==> src/rtl/alu_flag_stage.sv <==
// Result/flag register stage behind the ALU prefix adder: decodes SLT/SLTU/branch
// outcomes at capture and holds up to two entries so back-pressure never drops data.
module alu_flag_stage #(
    parameter int CNT_W = 16
) (
    input  logic             clk,
    input  logic             reset,
    input  logic             in_valid,
    output logic             in_ready,
    input  logic [31:0]      in_sum,
    input  logic             in_carry_out,
    input  logic             in_overflow,
    input  logic             in_negative,
    input  logic             in_zero,
    input  logic [1:0]       in_kind,
    input  logic [2:0]       in_funct3,
    input  logic [4:0]       in_rd,
    output logic             out_valid,
    input  logic             out_ready,
    output logic [31:0]      out_result,
    output logic [3:0]       out_flags,
    output logic [4:0]       out_rd,
    output logic             out_branch_taken,
    output logic             out_illegal,
    input  logic             cnt_clear,
    output logic [CNT_W-1:0] taken_count
);

    // state | meaning
    // EMPTY | no entry held, out_valid low
    // ONE   | head holds the only entry
    // FULL  | head and skid both hold entries, in_ready low
    typedef enum logic [1:0] {
        EMPTY = 2'd0,
        ONE   = 2'd1,
        FULL  = 2'd2
    } state_t;

    typedef struct packed {
        logic [31:0] result;
        logic [3:0]  flags;
        logic [4:0]  rd;
        logic        taken;
        logic        illegal;
    } entry_t;

    state_t state;
    entry_t head;
    entry_t skid;
    entry_t new_entry;
    logic   lt;
    logic   ltu;
    logic   accept;
    logic   drain;

    // Adder performs a + ~b + 1 for compares, so carry_out set means a >= b unsigned.
    assign lt  = in_negative ^ in_overflow;
    assign ltu = ~in_carry_out;

    always_comb begin
        new_entry         = '0;
        new_entry.flags   = {in_negative, in_zero, in_carry_out, in_overflow};
        new_entry.rd      = in_rd;
        new_entry.taken   = 1'b0;
        new_entry.illegal = 1'b0;
        case (in_kind)
            2'b00:   new_entry.result = in_sum;
            2'b01:   new_entry.result = {31'b0, lt};
            2'b10:   new_entry.result = {31'b0, ltu};
            default: begin
                new_entry.result = in_sum;
                case (in_funct3)
                    3'b000:  new_entry.taken = in_zero;
                    3'b001:  new_entry.taken = ~in_zero;
                    3'b100:  new_entry.taken = lt;
                    3'b101:  new_entry.taken = ~lt;
                    3'b110:  new_entry.taken = ltu;
                    3'b111:  new_entry.taken = ~ltu;
                    default: new_entry.illegal = 1'b1;
                endcase
            end
        endcase
    end

    assign accept = in_valid & in_ready;
    assign drain  = out_valid & out_ready;

    always_ff @(posedge clk or posedge reset) begin
        if (reset) begin
            state       <= EMPTY;
            head        <= '0;
            skid        <= '0;
            in_ready    <= 1'b0;
            taken_count <= '0;
        end else begin
            case (state)
                EMPTY: begin
                    in_ready <= 1'b1;
                    if (accept) begin
                        head  <= new_entry;
                        state <= ONE;
                    end
                end
                ONE: begin
                    case ({accept, drain})
                        2'b10: begin
                            skid     <= new_entry;
                            state    <= FULL;
                            in_ready <= 1'b0;
                        end
                        2'b01: begin
                            state    <= EMPTY;
                            in_ready <= 1'b1;
                        end
                        2'b11: begin
                            head     <= new_entry;
                            in_ready <= 1'b1;
                        end
                        default: in_ready <= 1'b1;
                    endcase
                end
                FULL: begin
                    if (drain) begin
                        head     <= skid;
                        state    <= ONE;
                        in_ready <= 1'b1;
                    end else begin
                        in_ready <= 1'b0;
                    end
                end
                default: begin
                    state    <= EMPTY;
                    in_ready <= 1'b0;
                end
            endcase

            if (cnt_clear)
                taken_count <= '0;
            else if (drain && head.taken && !(&taken_count))
                taken_count <= taken_count + CNT_W'(1);
        end
    end

    assign out_valid        = (state != EMPTY);
    assign out_result       = head.result;
    assign out_flags        = head.flags;
    assign out_rd           = head.rd;
    assign out_branch_taken = head.taken;
    assign out_illegal      = head.illegal;

endmodule

==> config.mk <==
export PLATFORM = sky130hd
export DESIGN_NAME = alu_flag_stage
export DESIGN_NICKNAME = d
export VERILOG_FILES = /design/src/rtl/alu_flag_stage.sv
export SDC_FILE = /design/constraint.sdc
export NUM_CORES = 1
export LEC_CHECK = 0
export ABC_AREA = 1
export CAP_MARGIN = 10
export CORE_MARGIN = 10
export CORE_UTILIZATION = 54
export CTS_CLUSTER_SIZE = 30
export DETAILED_ROUTE_END_ITERATION = 8
export PLACE_DENSITY = 0.89
export SLEW_MARGIN = 25
export SYNTH_ARGS = -nofsm -noshare
export SYNTH_HDL_FRONTEND = slang
export SYNTH_SLANG_ARGS = --single-unit
==> constraint.sdc <==
create_clock -name clk -period 8.75 [get_ports clk]
set_input_delay 0.875 -clock clk [delete_from_list [all_inputs] [get_ports clk]]
set_output_delay 0.875 -clock clk [all_outputs]
set_load 0.01 [all_outputs]
### Word level (Yosys, flattened, before mapping)

Index checks and enable logic that the tools add are counted.

| cells by class | value |
|---|---|
| add/subtract/negate cells | 1 |
| equality and inequality tests | 16 |
| mux-type cells | 17 |
| bitwise gates (word level) | 6 |
| reduce and logical (&&, ||, !) cells | 15 |

Operator list:

| cell | number |
|---|---|
| 43-bit two-way mux | 3 |
| 43-bit case mux with 3 select lines | 1 |
| 32-bit case mux with 2 select lines | 1 |
| 16-bit two-way mux | 2 |
| 16-bit by 1-bit adder with 16-bit output, second input constant | 1 |
| 16-bit AND reduction | 1 |
| 3-bit equality test, second input constant | 4 |
| 2-bit equality test, second input constant | 4 |
| 2-bit by 1-bit equality test with 1-bit output, second input constant | 3 |
| 2-bit two-way mux | 3 |
| 1-bit case mux with 6 select lines | 1 |
| 2-bit case mux with 3 select lines | 1 |
| 6-bit OR reduction | 1 |
| 2-bit zero test | 2 |
| 2-bit inequality test, second input constant | 2 |
| 2-bit case mux with 2 select lines | 1 |
| 4-bit AND reduction | 1 |
| 2-bit nonzero test | 2 |
| 3-bit by 1-bit equality test with 1-bit output, second input constant | 1 |
| 3-bit zero test | 1 |
| 1-bit two-way mux | 3 |
| 3-bit by 2-bit inequality test with 1-bit output, second input constant | 1 |
| 1-bit NOT | 3 |
| 1-bit case mux with 3 select lines | 1 |
| 9 further kinds | 11 |

| word-level totals | value |
|---|---|
| flip-flop bits (word level) | 105 |

### Logic depth before layout (Yosys ltp)

| depth | value |
|---|---|
| depth in word-level cells | 6 |
| gate-level depth with buffers | 10 |

### Least setup slack after synthesis

Ideal clock, no wire load.

| path | value |
|---|---|
| path kind | input port to flip-flop |
| from | input port in_kind[0] |
| to | register head, in the netlist out_result[6] |
| setup time | 82 ps |
| arrival time | 1915 ps |
| required time | 8668 ps |
| slack | 6753 ps |
| stages | 6 |
| path buffers | 2 |
| path through | inv_1 > ha_1 > buf_2 > clkbuf_1 > nand3_1 > a31oi_1 |

| on the way | value |
|---|---|
| word-level cells in the longest chain between the ends | 4 |
| elaborated cells on any way between the ends | 6 |
| those cells by class | eq/ne (2); mux (4) |

Ends and longest elaborated chain:

| what | line | RTL |
|---|---|---|
| start: declaration | 15 | `input logic [1:0] in_kind,` |
| 2-bit equality test or 2-bit by 1-bit equality test with 1-bit output (tied branches) | 66 | `case (in_kind)` |
| 32-bit case mux with 2 select lines * | 66 |  |
| 43-bit two-way mux (on tied branches) | 105, 99 |  |
| 43-bit case mux with 3 select lines * | 96 | `case (state)` |
| end signal: assignment | 100 | `head <= new_entry;` |
| end signal: assignment | 116 | `head <= new_entry;` |
| end signal: assignment | 124 | `head <= skid;` |
| end: declaration | 48 | `entry_t head;` |

Mark *: on every way between the ends. The rest lies on a longest branch, timed or not. The select of a mux whose other input is x is not followed.
A chain may end at the register's enable or synchronous reset.

### Final worst setup path

| path | value |
|---|---|
| from | input port out_ready |
| to | register head, in the netlist out_result[5] |

| on the way | value |
|---|---|
| word-level cells in the longest chain between the ends | 4 |
| elaborated cells on any way between the ends | 5 |
| those cells by class | eq/ne (3); bitwise (1); reduce/logical (1) |

Ends and longest elaborated chain:

| what | line | RTL |
|---|---|---|
| start: declaration | 19 | `input logic out_ready,` |
| 1-bit bitwise AND * | 86 | `assign drain = out_valid & out_ready;` |
| 2-bit equality test | 105 | `case ({accept, drain})` |
| 2-bit by 1-bit inequality test with 1-bit output (no source line) | - |  |
| 4-bit AND reduction (no source line) * | - |  |

Mark *: on every way between the ends. The rest lies on a longest branch, timed or not.

==> run_results.csv <==
group,metric,value,unit
status,status,"completed",
synthesis,synth_top_area_share,0.529,
worst_hold_path,min-delay-start,"skid[5]",
floorplanning,die_y,116,µm
setup_path,end_kind,"register",
synthesis,syn_inst,622,
cells_and_area,drive_gt1_frac,0.0487,
clock_tree,worst_skew_pair.late_latency,0.36,ns
setup_path,crit_type,"input pin to register",
routing,drc,0,
routing,viasPerCell,5.63,
clock_tree,cts_resized,0,
sta,finalSetupTns,0,ns
sta,whs,0.486,ns
clock_tree,clk_path_buf_depth,2,
grt,grt_pass1_vias,4488,
cells_and_area,post-route-util,0.713,
worst_hold_path,hold_depth,2,
setup_path,worstPathArrival,3.18,ns
routing,drt-initial-drc-count,354,
clock_tree,cts-root-buf,"clkbuf_8",
sta,final.min_clock_period,2.97,ns
job,cap_violations,0,
grt,grt_pass1_wl,21.5,mm
floorplanning,dieArea,0.0134,mm²
sta,finalCritPeriodShare,0.339,
sta,tightest_slew,0.902,ns
routing,vias,4648,
power_and_ir_drop,power_density,274,mW/mm²
synthesis,syn_area,0.00497,mm²
place,hpwlAfterDp,9.09,mm
setup_path,r2r_end,"out_result[5]",
routing,drtPass1Iterations,5,
routing,drt-total-wl,13.0,mm
power_and_ir_drop,p_total,1.73,mW
clock_tree,cts_sinks,105,
power_and_ir_drop,irDropWorstVdd,151,µV
grt,overflow,0,
cells_and_area,fin_area,0.00631,mm²
grt,met3_usage,0.0403,
sta,fmax,0.337,GHz
place,port_buffers,111,
cells_and_area,nNetsFinal,768,
clock_tree,cts_tree,"built",
setup_path,r2r_start,"state[0]",
place,place_congestion,0.880,
floorplanning,io_pins,112,
grt,grt_use_total,0.196,
routing,wl_per_cell,15.8,µm
setup_path,cp_max_fo,71,
floorplanning,start_util,0.562,
synthesis,synth_area_per_cell,7.99,µm²
worst_hold_path,whs_endpoint,"skid[5]",
sta,maxSlewViolCount,0,
sta,rsz0062_at_grt,"false",
worst_hold_path,hold_path_class,"register to register",
synthesis,syn_nets,677,
clock_tree,postCtsHoldBufs,0,
setup_path,critPathLaunchType,"input pin",
grt,use_met2,0.334,
synthesis,synth.distinct_cells,28,
grt,grtUsageMet1,0.240,
cells_and_area,diodes,0,
sta,fin_worst_skew,0.0114,ns
place,postPlaceCellArea,0.00609,mm²
sta,slew_headroom,0.399,
synthesis,netlist_top_cells_area,"dfrtp_1, nand2_1, o21ai_0, a31oi_1, nor2_1",
power_and_ir_drop,cellLeakagePower,2.85,nW
floorplanning,die_w,116,µm
setup_path,startpoint,"out_ready",
floorplanning,core_area,0.00885,mm²
sta,hold_violations,0,
synthesis,ys_warn_count,0,
clock_tree,clk_pin_slew,0.10,ns
clock_tree,cts.htree.levels,3,
synthesis,synth-seq-area-share,0.529,
clock_tree,post_cts_buffers,0,
setup_path,r2r_slack,6.30,ns
synthesis,ys_ff_latch,105,
cells_and_area,area_growth,27.0,%
setup_path,worst_r2r_path_depth,7,
grt,busiest_layer,"met2",
grt,antenna_found_initial,0,
synthesis,yosysTopAreaCell,"dfrtp_1",
routing,postRouteAntennaNets,0,
floorplanning,row_count,34,
clock_tree,cts_buffers,9,
sta,finalSetupViolCount,0,
grt,grt_start_max_net_pins,82,
setup_path,crit_required,8.96,ns
-- flip-flops by register name, indices dropped and copies added (netlist names) --
name / flops
in_ready: 1
out_branch_taken: 1
out_flags: 4
out_illegal: 1
out_rd: 5
out_result: 32
skid: 43
state: 2
taken_count: 16
-- cells in the final DEF (no fill, tap or decap), types with 4 or more instances in the layout --
cell	instances
clkbuf_8	9
inv_1	24
a31oi_1	35
nand2_1	219
inv_2	4
nand3_1	42
nand4_1	12
o21ai_0	57
xor2_1	6
clkdlybuf4s50_1	111
dfrtp_1	105
nor2_1	56
-- per-stage QoR --
stage / setup slack (ns) / cells
2_1_floorplan: 5.11 / 622
5_1_grt: 5.44 / 826
3_3_place_gp: 5.65 / 809
3_5_place_dp: 5.55 / 809
4_1_cts: 5.92 / 825
6_report: 5.78 / 826
-- cell type report --
type,count,area [µm²]
Clock buffer,10,128
Tap cell,108,135
Timing Repair Buffer,114,1150
Fill cell,698,2540
Inverter,31,123
Multi-Input combinational cell,452,2080
Sequential cell,105,2630
Clock inverter,6,75.1
-- report_power, final --
group	leakage (nW)	internal (mW)	switching, mW
sequential	1.32	0.666	0.111
combinational	1.43	0.307	0.338
clock	0.0990	0.137	0.173
-- how the worst max path moves through the flow --
stage | to | depth (start not counted)
2_1_floorplan | in_ready | 1
3_3_place_gp | out_result[9] | 6
3_5_place_dp | out_result[18] | 7
4_1_cts | out_rd[4] | 7
5_1_grt | out_result[4] | 7
6_report | out_result[5] | 7
-- critical path, stage by stage --
cell and delay (ns):
clkdlybuf4s50_1 0.49, nand2_1 0.13, nand2_1 0.07, nand2_1 0.35, clkinv_2 0.81, nor2_1 0.36
a31oi_1 0.06
-- layer usage --
layer  part of all wire  up-vias
met3              0.067       16
met4              0.018        0
met2               0.50      172
met5                  0        -
met1               0.41     2249
li1                   -     2211
-- kinds of logic (layout without fill, tap and decap cells) --
kind of cell	after synthesis	in the layout	synth area share
AOI/OAI and AO/OA	97	97	0.107
xor gates and xnor gates	6	6	0.0106
buffers and inverters	65	161	0.0546
adders and majority gates	4	4	0.0101
DFF	105	105	0.529
and+or+nand+nor	345	345	0.289
-- cell usage after synthesis, drive strengths merged --
cell / number
nor3: 5
clkbuf: 19
a21oi: 3
o21ai: 58
or2: 1
nand3: 42
buf: 15
and3: 1
nand3b: 2
xor2: 6
ha: 4
nand4: 12
nand2: 220
o21a: 1
and2: 1
dfrtp: 105
a31oi: 35
inv: 31
nor2: 61
Power figures use the tool's default switching activity.
